--- src/rtl/lsu_riscv_pkg.sv ---
// Shared LSU types: FSM state encoding, LDST size codes and lane/alignment helpers.
// Stores use only B/H/W. BU/HU are treated like B/H, and any unlisted code is treated as a word.
package lsu_riscv_pkg;

   typedef enum logic [1:0] {
      IDLE = 2'd0,
      REQ  = 2'd1,
      WAIT = 2'd2
   } lsu_state_t;

   localparam logic [2:0] LDST_B  = 3'd0;
   localparam logic [2:0] LDST_H  = 3'd1;
   localparam logic [2:0] LDST_W  = 3'd2;
   localparam logic [2:0] LDST_BU = 3'd4;
   localparam logic [2:0] LDST_HU = 3'd5;

   function automatic logic lsu_is_byte(input logic [2:0] size);
      return (size == LDST_B) || (size == LDST_BU);
   endfunction

   function automatic logic lsu_is_half(input logic [2:0] size);
      return (size == LDST_H) || (size == LDST_HU);
   endfunction

   function automatic logic lsu_misaligned(input logic [2:0] size, input logic [1:0] off);
      if (lsu_is_byte(size)) return 1'b0;
      if (lsu_is_half(size)) return off[0];
      return off != 2'b00;
   endfunction

   function automatic logic [3:0] lsu_be(input logic [2:0] size, input logic [1:0] off);
      if (lsu_is_byte(size)) return 4'b0001 << off;
      if (lsu_is_half(size)) return 4'b0011 << {off[1], 1'b0};
      return 4'b1111;
   endfunction

   function automatic logic [31:0] lsu_wdata(input logic [2:0] size, input logic [31:0] data);
      if (lsu_is_byte(size)) return {4{data[7:0]}};
      if (lsu_is_half(size)) return {2{data[15:0]}};
      return data;
   endfunction

endpackage

--- src/rtl/lsu_load_ext_riscv.sv ---
// Load lane select plus sign/zero extension; purely combinational.
module lsu_load_ext_riscv
   import lsu_riscv_pkg::*;
(
   input  logic [31:0] rdata_i,
   input  logic [2:0]  size_i,
   input  logic [1:0]  offset_i,
   output logic [31:0] data_o
);

   logic [7:0]  byte_sel;
   logic [15:0] half_sel;

   always_comb begin
      case (offset_i)
         2'd0:    byte_sel = rdata_i[7:0];
         2'd1:    byte_sel = rdata_i[15:8];
         2'd2:    byte_sel = rdata_i[23:16];
         default: byte_sel = rdata_i[31:24];
      endcase
      half_sel = offset_i[1] ? rdata_i[31:16] : rdata_i[15:0];
   end

   always_comb begin
      case (size_i)
         LDST_B:  data_o = {{24{byte_sel[7]}}, byte_sel};
         LDST_BU: data_o = {24'd0, byte_sel};
         LDST_H:  data_o = {{16{half_sel[15]}}, half_sel};
         LDST_HU: data_o = {16'd0, half_sel};
         default: data_o = rdata_i;
      endcase
   end

endmodule

--- src/rtl/lsu_riscv.sv ---
// RISC-V load/store unit: IDLE issues straight from the live inputs, REQ holds the captured request until grant.
// WAIT waits for rvalid. Stall covers every cycle before completion, so the best case is 2 cycles with 1 stall.
module lsu_riscv
   import lsu_riscv_pkg::*;
(
   input  logic        clk_i,
   input  logic        arstn_i,
   input  logic        lsu_req_i,
   input  logic        lsu_we_i,
   input  logic [2:0]  lsu_size_i,
   input  logic [31:0] lsu_addr_i,
   input  logic [31:0] lsu_data_i,
   output logic [31:0] lsu_data_o,
   output logic        lsu_stall_req_o,
   output logic        lsu_misalign_o,
   output logic        data_req_o,
   output logic        data_we_o,
   output logic [3:0]  data_be_o,
   output logic [31:0] data_addr_o,
   output logic [31:0] data_wdata_o,
   input  logic        data_gnt_i,
   input  logic        data_rvalid_i,
   input  logic [31:0] data_rdata_i
);

   lsu_state_t  state_q, state_d;
   logic        we_q, we_d;
   logic [2:0]  size_q, size_d;
   logic [31:0] addr_q, addr_d;
   logic [31:0] wdata_q, wdata_d;

   logic        misalign;
   logic        issue;
   logic        complete;
   logic [31:0] load_data;

   assign misalign = lsu_req_i & lsu_misaligned(lsu_size_i, lsu_addr_i[1:0]);
   // Qualifying with arstn_i keeps every request output low while reset is held.
   assign issue    = arstn_i & lsu_req_i & ~misalign & (state_q == IDLE);
   assign complete = arstn_i & (state_q == WAIT) & data_rvalid_i;

   assign lsu_misalign_o  = misalign;
   assign lsu_stall_req_o = arstn_i & lsu_req_i & ~misalign & ~complete;
   assign lsu_data_o      = (complete & ~we_q) ? load_data : 32'd0;

   lsu_load_ext_riscv u_load_ext (
      .rdata_i  (data_rdata_i),
      .size_i   (size_q),
      .offset_i (addr_q[1:0]),
      .data_o   (load_data)
   );

   always_comb begin
      state_d      = state_q;
      we_d         = we_q;
      size_d       = size_q;
      addr_d       = addr_q;
      wdata_d      = wdata_q;
      data_req_o   = 1'b0;
      data_we_o    = 1'b0;
      data_be_o    = 4'b0000;
      data_addr_o  = 32'd0;
      data_wdata_o = 32'd0;
      case (state_q)
         IDLE: begin
            if (issue) begin
               state_d      = data_gnt_i ? WAIT : REQ;
               we_d         = lsu_we_i;
               size_d       = lsu_size_i;
               addr_d       = lsu_addr_i;
               wdata_d      = lsu_data_i;
               data_req_o   = 1'b1;
               data_we_o    = lsu_we_i;
               data_be_o    = lsu_be(lsu_size_i, lsu_addr_i[1:0]);
               data_addr_o  = {lsu_addr_i[31:2], 2'b00};
               data_wdata_o = lsu_wdata(lsu_size_i, lsu_data_i);
            end
         end
         REQ: begin
            data_req_o   = 1'b1;
            data_we_o    = we_q;
            data_be_o    = lsu_be(size_q, addr_q[1:0]);
            data_addr_o  = {addr_q[31:2], 2'b00};
            data_wdata_o = lsu_wdata(size_q, wdata_q);
            if (data_gnt_i) state_d = WAIT;
         end
         WAIT: begin
            if (data_rvalid_i) state_d = IDLE;
         end
         default: state_d = IDLE;
      endcase
   end

   always_ff @(posedge clk_i or negedge arstn_i) begin
      if (!arstn_i) begin
         state_q <= IDLE;
         we_q    <= 1'b0;
         size_q  <= 3'd0;
         addr_q  <= 32'd0;
         wdata_q <= 32'd0;
      end else begin
         state_q <= state_d;
         we_q    <= we_d;
         size_q  <= size_d;
         addr_q  <= addr_d;
         wdata_q <= wdata_d;
      end
   end

endmodule

--- config.mk ---
export PLATFORM = sky130hd
export DESIGN_NAME = lsu_riscv
export DESIGN_NICKNAME = d
export VERILOG_FILES = /design/src/rtl/lsu_riscv_pkg.sv /design/src/rtl/lsu_load_ext_riscv.sv /design/src/rtl/lsu_riscv.sv
export SDC_FILE = /design/constraint.sdc
export NUM_CORES = 1
export LEC_CHECK = 0
export ABC_AREA = 1
export CORE_AREA = 2 2 107 109
export DETAILED_ROUTE_END_ITERATION = 16
export DIE_AREA = 0 0 109 111
export PLACE_DENSITY = 0.95
export SETUP_SLACK_MARGIN = 0.15
export SYNTH_ARGS = -nofsm -noshare
export SYNTH_HDL_FRONTEND = slang
export SYNTH_SLANG_ARGS = --single-unit
--- constraint.sdc ---
create_clock -name clk_i -period 5.8 [get_ports clk_i]
set_input_delay 1.74 -clock clk_i [delete_from_list [all_inputs] [get_ports clk_i]]
set_output_delay 1.74 -clock clk_i [all_outputs]
set_load 0.05 [all_outputs]
==> results of run 1 <==
per-layer routing:
layer  GRT usage (%)  wire length, microns
met5               0                     0
met3           9.347                  1908
met4           12.74                   630
met1           33.91                  6615
met2           51.43                  8846
cells in the mapped netlist:
cell and count:
nor2_2 2, nand3_4 2, clkbuf_1 16, clkinv_1 1, inv_2 4, o21ai_0 128, o21ai_2 1, nand2_1 303
nor2_4 4, inv_1 99, nand2_4 1, nand2_2 4, o211ai_1 9, conb_1 1, nor3_1 1, buf_6 2
o21ai_1 22, nor2_1 61, dfrtp_1 70, o22ai_1 13, buf_4 11, nor4_4 1, buf_2 18, a21oi_1 24
nand3_1 18, a21boi_0 2
through the flow:
stage	std cells	power, mW	utilization (%)	hold WS (ns)
floorplan	819	1.407	-	0.4436
global placement	1132	1.856	73.84	0.4615
detailed placement	1132	1.898	73.84	0.4659
CTS	1148	2.435	76.41	0.4829
global route	1148	2.586	76.41	0.5015
finish	1148	2.438	76.41	0.4828
critical path, cell delays in order:
cell and delay (ns):
clkdlybuf4s50_1 0.59, nor2_4 0.16, nor2_1 0.06, nand2_2 0.10, nand3_4 0.11, inv_2 0.43
nand2_1 0.12, o21ai_0 0.18, buf_12 0.19
state kept, by name, summed over array words and instances, names as in the netlist:
name / flops
addr_q: 32
wdata_q: 32
size_q: 3
we_q: 1
state_q: 2
cell families (layout without fill, tap and decap cells):
logic type,count (synthesis),count (layout)
AND/OR/NAND/NOR,397,397
buffers and inverters,151,337
other,1,2
flip-flops,70,70
AO/OA/AOI/OAI,199,199
power groups by stage:
stage	logic, mW	clock network (mW)	registers (mW)
floorplan	0.708	0	0.699
global placement	1.13	0	0.728
detailed placement	1.16	0	0.737
CTS	1.17	0.536	0.731
global route	1.27	0.562	0.752
finish	1.17	0.531	0.735
layout by cell type, fill, tap and decap left out, types with 10 or more instances in the layout:
| cell type | count |
|---|---|
| nand2_1 | 303 |
| o21ai_0 | 128 |
| buf_12 | 104 |
| clkdlybuf4s50_1 | 103 |
| inv_1 | 99 |
| dfrtp_1 | 70 |
| nor2_1 | 60 |
| a21oi_1 | 24 |
| o21ai_1 | 22 |
| nand3_1 | 18 |
| o22ai_1 | 13 |
| buf_4 | 10 |
worst max-delay path by stage:
| stage | to | slack [ns] | cells past startpoint |
|---|---|---|---|
| after detailed placement | data_addr_o[16] | 0.39 | 8 |
| after global placement | data_addr_o[16] | 0.46 | 8 |
| final | data_wdata_o[29] | 0.38 | 9 |
| after floorplan | data_addr_o[2] | 0.47 | 7 |
| after CTS | data_addr_o[16] | 0.39 | 8 |
| after global routing | data_wdata_o[29] | 0.25 | 9 |
final cells by class:
| cell class | count | area (sq um) | share of cell area (%) |
|---|---|---|---|
| flip-flops and latches | 70 | 1752 | 20.69 |
| inverters | 104 | 390.4 | 4.612 |
| clock buffers | 11 | 252.7 | 2.986 |
| well taps | 143 | 178.9 | 2.114 |
| repair buffers | 217 | 3188 | 37.66 |
| multi-input cells | 598 | 2670 | 31.54 |
| clock inverters | 5 | 32.53 | 0.3843 |
==> results.md, run 1 <==
* DIE WIDTH at roughly 110 microns
* Core box area at approximately 11,000 sq um
* Setup Fix Bufs, Post-CTS at 0
* Comb pwr share at between 40 and 50%
* Largest family of logic cells by synthesized area: simple AND/OR/NAND/NOR gates
* Compound-cell area share of the yosys netlist at between 20% and 30%
* Post-synthesis xor/xnor area fraction at 0%
* Peak Freq at about 180 MHz
* Simple-Gate Fraction of Synth Area at 31.87%
* Num CTS Buffers at 9
* YS warnings at 0
* Routability cong. at 0.8819
* Worst r2r path cells at 6
* Via count at roughly 6.2k
* Area leader, netlist: dfrtp_1
* Placed Area at roughly 8200 sq um
* Num rows at 39
* Worst-path clk slew at 0.06 ns
* Antenna violations before repair at 0
* Hold EP: wdata_q[22]
* Largest net degree at the start of global routing at 83
* Status: completed
* Starting density of the core at between 40 and 50%
* DR iter-0 viols at 470
* Final min period at ~5.4 ns
* Worst R2R End: wdata_q[18]
* Net Sw Power at just over 1 mW
* Part of the power in the clock network at a little over a fifth
* Grt ovf at 0
* Final hold violation count at 0
* Setup_tns at 0 ns
* Unrepaired setup endpoints after global routing: false
* Leakage at slightly above 4 nW
* Synth Area in Adders at 0%
* Layout fillers at about 740
* Design area at approximately 8500 sq um
* MaxCap Viol Count at 0
* Drt pass-1 iters at 6
* Vias in the first global route at slightly below 6k
* Ant. Diodes at 0
* Resized cells post-CTS at 0
* CTS Hold Buffers Added at 0
* Worst skew pair latency at 0.33 ns
* Share of cells above drive strength 1 at about 15%
* Main area contributors after synthesis: dfrtp_1 (35%), nand2_1 (22%), o21ai_0 (13%)
* Routed WL per cell at 15.68 microns
* CTS tree: done
* Yosys reg bits at 70
* Clock Skews at approximately 0.0057 ns
* Synth-to-Final Area Change at 67.41%
* IO Count at approximately 210
* Slew @ Worst Pin at 0.8605 ns
* CP Class: in -> out
* Arrival time worst endpoint at approximately 3.7 ns
* Worst IR Drop VDD at 0.0002023 V
* Avg Cell Area, Syn at between 6 and 7 sq um
* Worst setup startpoint: lsu_size_i[1]
* Mapped cell area at around 5100 sq um
* Sequential element share of the synthesized area at between 30% and 40%
* Routed wire length at between 15 and 20 mm
* First-pass GRT wire length at about 29 mm
* Worst hold stages at 2
* Internal power at approximately 1.4 mW
* Input/output buffers at 206
* Final setup margin at around 0.38 ns
* GRT Util Overall at a little under a third
* CP max FO at 29
* Post-synth top area share at around 35%
* Slew Viols, Final at 0
* Die area at 12,100 sq um
* HP Start: wdata_q[22]
* Reg2Reg Launch Point: state_q[1]
* WP data required at 4.06 ns
* Switching part of the total power at between 40% and 50%
* Fin nets at 1,105
* Number of remaining DRC errors at 0
* Yosys cell types at 26
* R2r setup slk at 4.10 ns
* Post-synthesis mux area share at 0%
* Relative slew slack at between 40% and 50%
* Post-DRT Antenna Nets at 0
* Die height at approximately 110 microns
* Pwr dens at roughly 290 nW/um^2
* Worst hold-check path type: reg -> reg
* CTS Buffer Depth at 2
* Vias per Instance at between 5 and 6
* Root Buffer: clkbuf_16
* Final HPWL from detailed placement at approximately 13 mm
* Startpoint types: input port
* H-tree depth at 3
* CP endpoint kind: output pin
* Synth Instances at between 800 and 900
* Clk sink count at 70
* Sequential Power Share at between 30% and 40%
* Part of the cycle the worst path needs at approximately 93%
* Final setup vio count at 0
* Setup slack at placement at between 0.3 and 0.4 ns
Note: power is estimated with default switching activity, not from simulation.
==> inputs of run 2 (changes only) <==
Settings changed: ABC_AREA 1 to 0, CORE_AREA 2 2 107 109 to 2 2 106 108, DIE_AREA 0 0 109 111 to 0 0 108 110.
==> run 2 against run 1 <==
Against the previous run: first-iteration DRC count rose by 31%; final cell count fell by 12%; core utilization fell by 1.5 points; largest power group unchanged.
==> results.md, run 2 <==
* CTS Buffer Depth at 2 (unchanged)
* Slew @ Worst Pin at 1.132 ns (+0.2711 ns)
* Worst hold-check path type: reg -> reg
* Placed Area at 7811 sq um (-4.5%)
* Final setup vio count at 0 (unchanged)
* Num rows at 38 (-2.6%)
* Pwr dens at 268.3 nW/um^2 (-6.8%)
* Largest net degree at the start of global routing at 51 (-39%)
* Resized cells post-CTS at 0 (unchanged)
* Most frequent cells in the layout: nand2_1 (302), clkdlybuf4s50_1 (103), buf_12 (84)
* Setup Fix Bufs, Post-CTS at 0 (unchanged)
* Top cells by count, synth: nand2_1 (302), dfrtp_1 (70), mux2i_1 (42)
* Main area contributors after synthesis: dfrtp_1 (35%), nand2_1 (23%), mux2i_1 (8.5%)
* Routed WL per cell at 18.55 microns (+18%)
* Final HPWL from detailed placement at 13.45 mm (+4.5%)
* Mapped cell area at 4937 sq um (-2.4%)
* Synth-to-Final Area Change at 62.27%
* DRT met1 WL at 6.781 mm (+2.5%)
* CTS tree: done
* Routed wire length at 18.77 mm (+4.3%)
* Worst skew pair latency at 0.36 ns (+0.03 ns)
* Setup_tns at 0 ns (unchanged)
* Input/output buffers at 206 (unchanged)
* IO Count at 209 (unchanged)
* Num CTS Buffers at 9 (unchanged)
* Area leader, netlist: dfrtp_1
* Synth Area in Adders at 0% (unchanged)
* DR iter-0 viols at 617 (+31%)
* CP endpoint kind: output pin
* Avg Cell Area, Syn at 7.176 sq um (+16%)
* Yosys reg bits at 70 (unchanged)
* Synth Instances at 688 (-16%)
* DR WL met3 at 1.850 mm (-3.0%)
* Highest Signal Layer: met4
* Post-synthesis mux area share at 9.047% (+9.0 points)
* Unrepaired setup endpoints after global routing: false
* First-pass GRT wire length at 29.26 mm (+2.3%)
* Sequential element share of the synthesized area at 35.48% (+0.83 points)
* Slew Viols, Final at 0 (unchanged)
* Count leader, synth: nand2_1
* Number of remaining DRC errors at 0 (unchanged)
* CP max FO at 33 (+14%)
* Arrival time worst endpoint at 3.79 ns (+0.11 ns)
* Worst-path clk slew at 0.07 ns (about the same)
* Part of the cycle the worst path needs at 95.42% (+2.0 points)
* Share of cells above drive strength 1 at 16.86% (+1.9 points)
* Compound-cell area share of the yosys netlist at 17.97% (-2.7 points)
* Post-synth top area share at 35.48% (+0.83 points)
* Metal2 WL at 9.466 mm (+7.0%)
* Die area at 11,880 sq um (-1.8%)
* Via count at 5,976 (-3.0%)
* GRT Util Overall at 31.51% (+1.5 points)
* Simple-Gate Fraction of Synth Area at 30.33% (-1.5 points)
* Vias per Instance at 5.905 (+10%)
* CTS Hold Buffers Added at 0 (unchanged)
* Clk sink count at 70 (unchanged)
* Total Power at 2.150 mW (-12%)
* Vias in the first global route at 5,914 (+0.84%)
* MaxCap Viol Count at 0 (unchanged)
* Most used flip-flop cell after synthesis: dfrtp_1
* Util after Layout at 74.89% (-1.5 points)
* Biggest regs: addr_q x32, wdata_q x32, size_q x3
* Grt ovf at 0 (unchanged)
* Yosys cell types at 49 (+88%)
* Worst IR Drop VDD at 0.0002394 V (+18%)
* Core box area at 10,700 sq um (-3.4%)
* Peak Freq at 180.7 MHz (-2.1%)
* Die height at 110 microns (-0.90%)
* DIE WIDTH at 108 microns (-0.92%)
* Fin nets at 972 (-12%)
* Design area at 8011 sq um (-5.4%)
* Relative slew slack at 24.55% (-18 points)
* Ant. Diodes at 0 (unchanged)
* Status: completed
* Clock Skews at 0.008789 ns (+0.003117 ns)
* Commonest non-fill, non-tap cell in the layout: nand2_1
* Starting density of the core at 46.15% (+0.51 points)
* Post-synthesis xor/xnor area fraction at 0.3548% (+0.35 points)
* EDFF count, synth at 0 (unchanged)
* Hold slack at 0.4800 ns (-0.002743 ns)
* Post-DRT Antenna Nets at 0 (unchanged)
* Routability cong. at 0.8532 (-3.3%)
* YS warnings at 0 (unchanged)
* Antenna violations before repair at 0 (unchanged)
* H-tree depth at 3 (unchanged)
* Leakage at 3.757 nW (-6.9%)
* Root Buffer: clkbuf_8
* Fraction of registers with async set/reset at 100.0% (unchanged)
* Final hold violation count at 0 (unchanged)
* Final min period at 5.534 ns (+0.1139 ns)
* WP data required at 4.06 ns (about the same)
* Startpoint types: input port
* Drt pass-1 iters at 5 (-1)
* Largest family of logic cells by synthesized area: simple AND/OR/NAND/NOR gates
* CP Class: in -> out
-- run 2: final timing paths --
check	from	to	slack (ns)	depth (start not counted)
min in group asynchronous	arstn_i	addr_q[1]	1.22	1
worst min-delay path	wdata_q[21]	wdata_q[21]	0.48	2
worst max-delay path	lsu_addr_i[0]	data_addr_o[10]	0.27	7
worst min register to register	wdata_q[21]	wdata_q[21]	0.48	2
worst max register to register	state_q[1]	addr_q[10]	4.06	5
max in group asynchronous	arstn_i	size_q[1]	3.72	2
-- run 2: routing by layer --
layer | track usage (%) | vias up
li1 | - | 2661
met4 | 16.85 | 0
met1 | 35.99 | 2871
met2 | 55.26 | 385
met5 | 0 | -
met3 | 6.937 | 59
-- run 2: final cells by class --
class | instances | area, sq um
tap | 140 | 175.2
clock inverter | 4 | 45.04
multi-input combinational | 553 | 2870
sequential | 70 | 1753
timing repair buffer | 221 | 2968
clock buffer | 12 | 155.1
fill | 676 | 2686
inverter | 12 | 45.04
-- run 2: critical path, stage by stage --
cell,delay [ns]
clkdlybuf4s50_1,0.54
a21oi_1,0.44
o21ba_2,0.42
buf_12,0.25
nand2_1,0.12
nand2_1,0.12
buf_12,0.15
-- run 2: cells by family (layout without fill, tap and decap cells) --
kind of cell / count (synthesis) / in the layout
compound gates: 134 / 134
xor+xnor: 2 / 2
buf+inv: 66 / 249
flops: 70 / 70
mux: 44 / 44
other cells: 1 / 2
simple gates: 371 / 371
-- run 2: metrics by stage --
step / std cells / setup slack [ns]
4_1_cts: 1012 / 0.2756
3_5_place_dp: 996 / 0.2796
5_1_grt: 1012 / 0.1626
6_report: 1012 / 0.2658
2_1_floorplan: 689 / 0.3314
3_3_place_gp: 996 / 0.3501
-- run 2: where the power goes --
group / internal [mW] / switching [mW] / leakage (nW)
Sequential: 0.612 / 0.152 / 0.875
Clock: 0.220 / 0.196 / 0.106
Combinational: 0.413 / 0.555 / 2.78
==> inputs of run 3 (changes only) <==
Settings changed: ABC_AREA 0 to default.
Clock period 5.8 ns to 6.6 ns, I/O delays scaled along.
==> run 3 against run 2 <==
Against the previous run: critical path depth decreased by 1; critical endpoint is now data_wdata_o[30]; worst hold slack improved by 0.0032 ns; wire length decreased by 1.0%; first-iteration DRC count down 18%.
==> results.md, run 3 (synthesized netlist as in run 2, its figures left out) <==
* Arrival time worst endpoint at 4.10 ns (+0.31 ns)
* Antenna violations before repair at 0 (unchanged)
* IO Count at 209 (unchanged)
* Cell Chain, Critical Path: clkdlybuf4s50_1 > a21oi_1 > o211ai_1 > buf_4 > o32ai_1 > buf_12
* Register area at 1753 sq um (unchanged)
* Drt pass-1 iters at 5 (unchanged)
* Routed WL per cell at 18.42 microns (-0.72%)
* Final hold violation count at 0 (unchanged)
* Worst skew pair latency at 0.36 ns (about the same)
* Ant. Diodes at 0 (unchanged)
* GR peak layer: met2
* DR iter-0 viols at 503 (-18%)
* Worst-path clk slew at 0.08 ns (about the same)
* Vias per Instance at 5.794 (-1.9%)
* Clock Skews at 0.008058 ns (-0.0007316 ns)
* Area of the multi-input gates at 2878 sq um (+0.26%)
* Num rows at 38 (unchanged)
* CP Class: in -> out
* Status: completed
* Synth-to-Final Area Change at 60.49%
* Most frequent cells in the layout: nand2_1 (302), clkdlybuf4s50_1 (104), buf_12 (77)
* Comb pwr share at 44.4% (-0.7 points)
* Biggest regs: addr_q x32, wdata_q x32, size_q x3
* Final setup vio count at 0 (unchanged)
* Routed wire length at 18.58 mm (-1.0%)
* M2 GR Usage at 53.55% (-1.7 points)
* Layout fillers at 713 (+5.5%)
* CTS tree: done
* Peak Freq at between 150 and 200 MHz
* Worst Path Buf+Inv at 3 (unchanged)
* Largest net degree at the start of global routing at 69 (+35%)
* Share of cells above drive strength 1 at 16.69% (-0.17 points)
* Commonest non-fill, non-tap cell in the layout: nand2_1
* Final min period at 6.083 ns
* Root Buffer: clkbuf_8
* Routability cong. at 0.8821 (+3.4%)
* Via count at 5,846 (-2.2%)
* Number of remaining DRC errors at 0 (unchanged)
* Grt ovf at 0 (unchanged)
* Part of the cycle the worst path needs at slightly above 90%
* Setup_tns at 0 ns (unchanged)
* H-tree depth at 3 (unchanged)
* Top delay family on crit path: compound AO/OA/AOI/OAI gates
* Pwr dens at 240.1 nW/um^2 (-11%)
* Die height at 110 microns (unchanged)
* Grt met1 use at 34.92% (-1.1 points)
* Fin nets at 969 (-0.31%)
* Input/output buffers at 206 (unchanged)
* WP data required at 4.62 ns (+0.56 ns)
* First-pass GRT wire length at 28.78 mm (-1.7%)
* Worst IR Drop VDD at 0.0002051 V (-14%)
* Vias in the first global route at 5,755 (-2.7%)
* Core box area at 10,700 sq um (unchanged)
* Relative slew slack at 18.04% (-6.5 points)
* CP max stage cell: clkdlybuf4s50_1
* Die area at 11,880 sq um (unchanged)
* CP endpoint kind: output pin
* Startpoint types: input port
* Starting density of the core at 46.15% (unchanged)
* Part of the power in the clock network at 20.4% (+1.0 points)
* Placed Area at 7689 sq um (-1.6%)
* CTS Buffer Depth at 2 (unchanged)
* Post-DRT Antenna Nets at 0 (unchanged)
* Worst hold-check path type: reg -> reg
* Met3 Use GR at 9.230% (+2.3 points)
* CP max FO at 11 (-67%)
* Net Sw Power at 0.7949 mW (-12%)
* Slew @ Worst Pin at 1.229 ns (+0.09768 ns)
* GRT Util Overall at 31.11% (-0.41 points)
* Switching part of the total power at 41.78% (-0.28 points)
* DIE WIDTH at 108 microns (unchanged)
* Final HPWL from detailed placement at 12.99 mm (-3.4%)
* Crit-path max cell delay at 0.57 ns (+0.03 ns)
* Sequential Power Share at 35.2% (-0.3 points)
* Num CTS Buffers at 9 (unchanged)
* Slew Viols, Final at 0 (unchanged)
* Design area at 7924 sq um (-1.1%)
* Hold slack at 0.4833 ns (+0.003244 ns)
* Internal power at 1.108 mW (-11%)
* Leakage at 3.733 nW (-0.63%)
* MaxCap Viol Count at 0 (unchanged)
* Unrepaired setup endpoints after global routing: false
* CTS Hold Buffers Added at 0 (unchanged)
* Clk sink count at 70 (unchanged)
==> run 3: worst register-to-register path, stage by stage (launching register included) <==
cell and delay (ns):
dfrtp_1 0.48, nand4bb_4 0.30, o21ba_2 0.29, buf_12 0.29
nand2_1 0.19, nand2_1 0.09
==> run 3: layer usage <==
metal | part of all wire [%] | vias to the layer above
met5 | 0 | -
met4 | 4.2 | 0
met3 | 9.8 | 68
met2 | 49 | 351
met1 | 37 | 2760
li1 | - | 2667
==> run 3: power by group through the flow <==
| stage | clock network, mW | registers [mW] | logic (mW) |
|---|---|---|---|
| after floorplan | 0 | 0.600 | 0.570 |
| final | 0.387 | 0.670 | 0.845 |
| after global placement | 0 | 0.663 | 0.805 |
| after CTS | 0.391 | 0.665 | 0.837 |
| after detailed placement | 0 | 0.672 | 0.832 |
| after global routing | 0.405 | 0.688 | 0.909 |
==> run 3: cell type report <==
class                      count  share of cell area (%)
multi-input combinational    553                   36.32
timing repair buffer         218                   36.10
sequential                    70                   22.12
tap                          140                   2.211
clock buffer                   9                   1.563
clock inverter                 7                   1.121
inverter                      12                  0.5685
==> run 3: worst paths after layout <==
kind | from | depth (start not counted) | slack, ns | end
min in group asynchronous | arstn_i | 1 | 1.47 | addr_q[8]
max in group asynchronous | arstn_i | 2 | 4.04 | size_q[1]
hold / removal | addr_q[12] | 2 | 0.48 | addr_q[12]
setup / recovery | lsu_addr_i[0] | 6 | 0.52 | data_wdata_o[30]
hold reg to reg | addr_q[12] | 2 | 0.48 | addr_q[12]
setup reg to reg | state_q[1] | 5 | 4.88 | wdata_q[3]
==> run 3: repair_timing <==
item,in CTS,in global routing
setup buffers,0,2
endpoints found under the setup margin,0,7
resized for setup,0,1
==> run 3: through the flow <==
stage,util (%),cells,setup WS (ns),power (mW)
after floorplan,-,689,0.6514,1.170
after global placement,71.87,991,0.3822,1.468
after detailed placement,71.87,991,0.2928,1.503
after CTS,73.86,1007,0.2491,1.892
after global routing,74.07,1009,0.3576,2.002
final,74.07,1009,0.5174,1.902
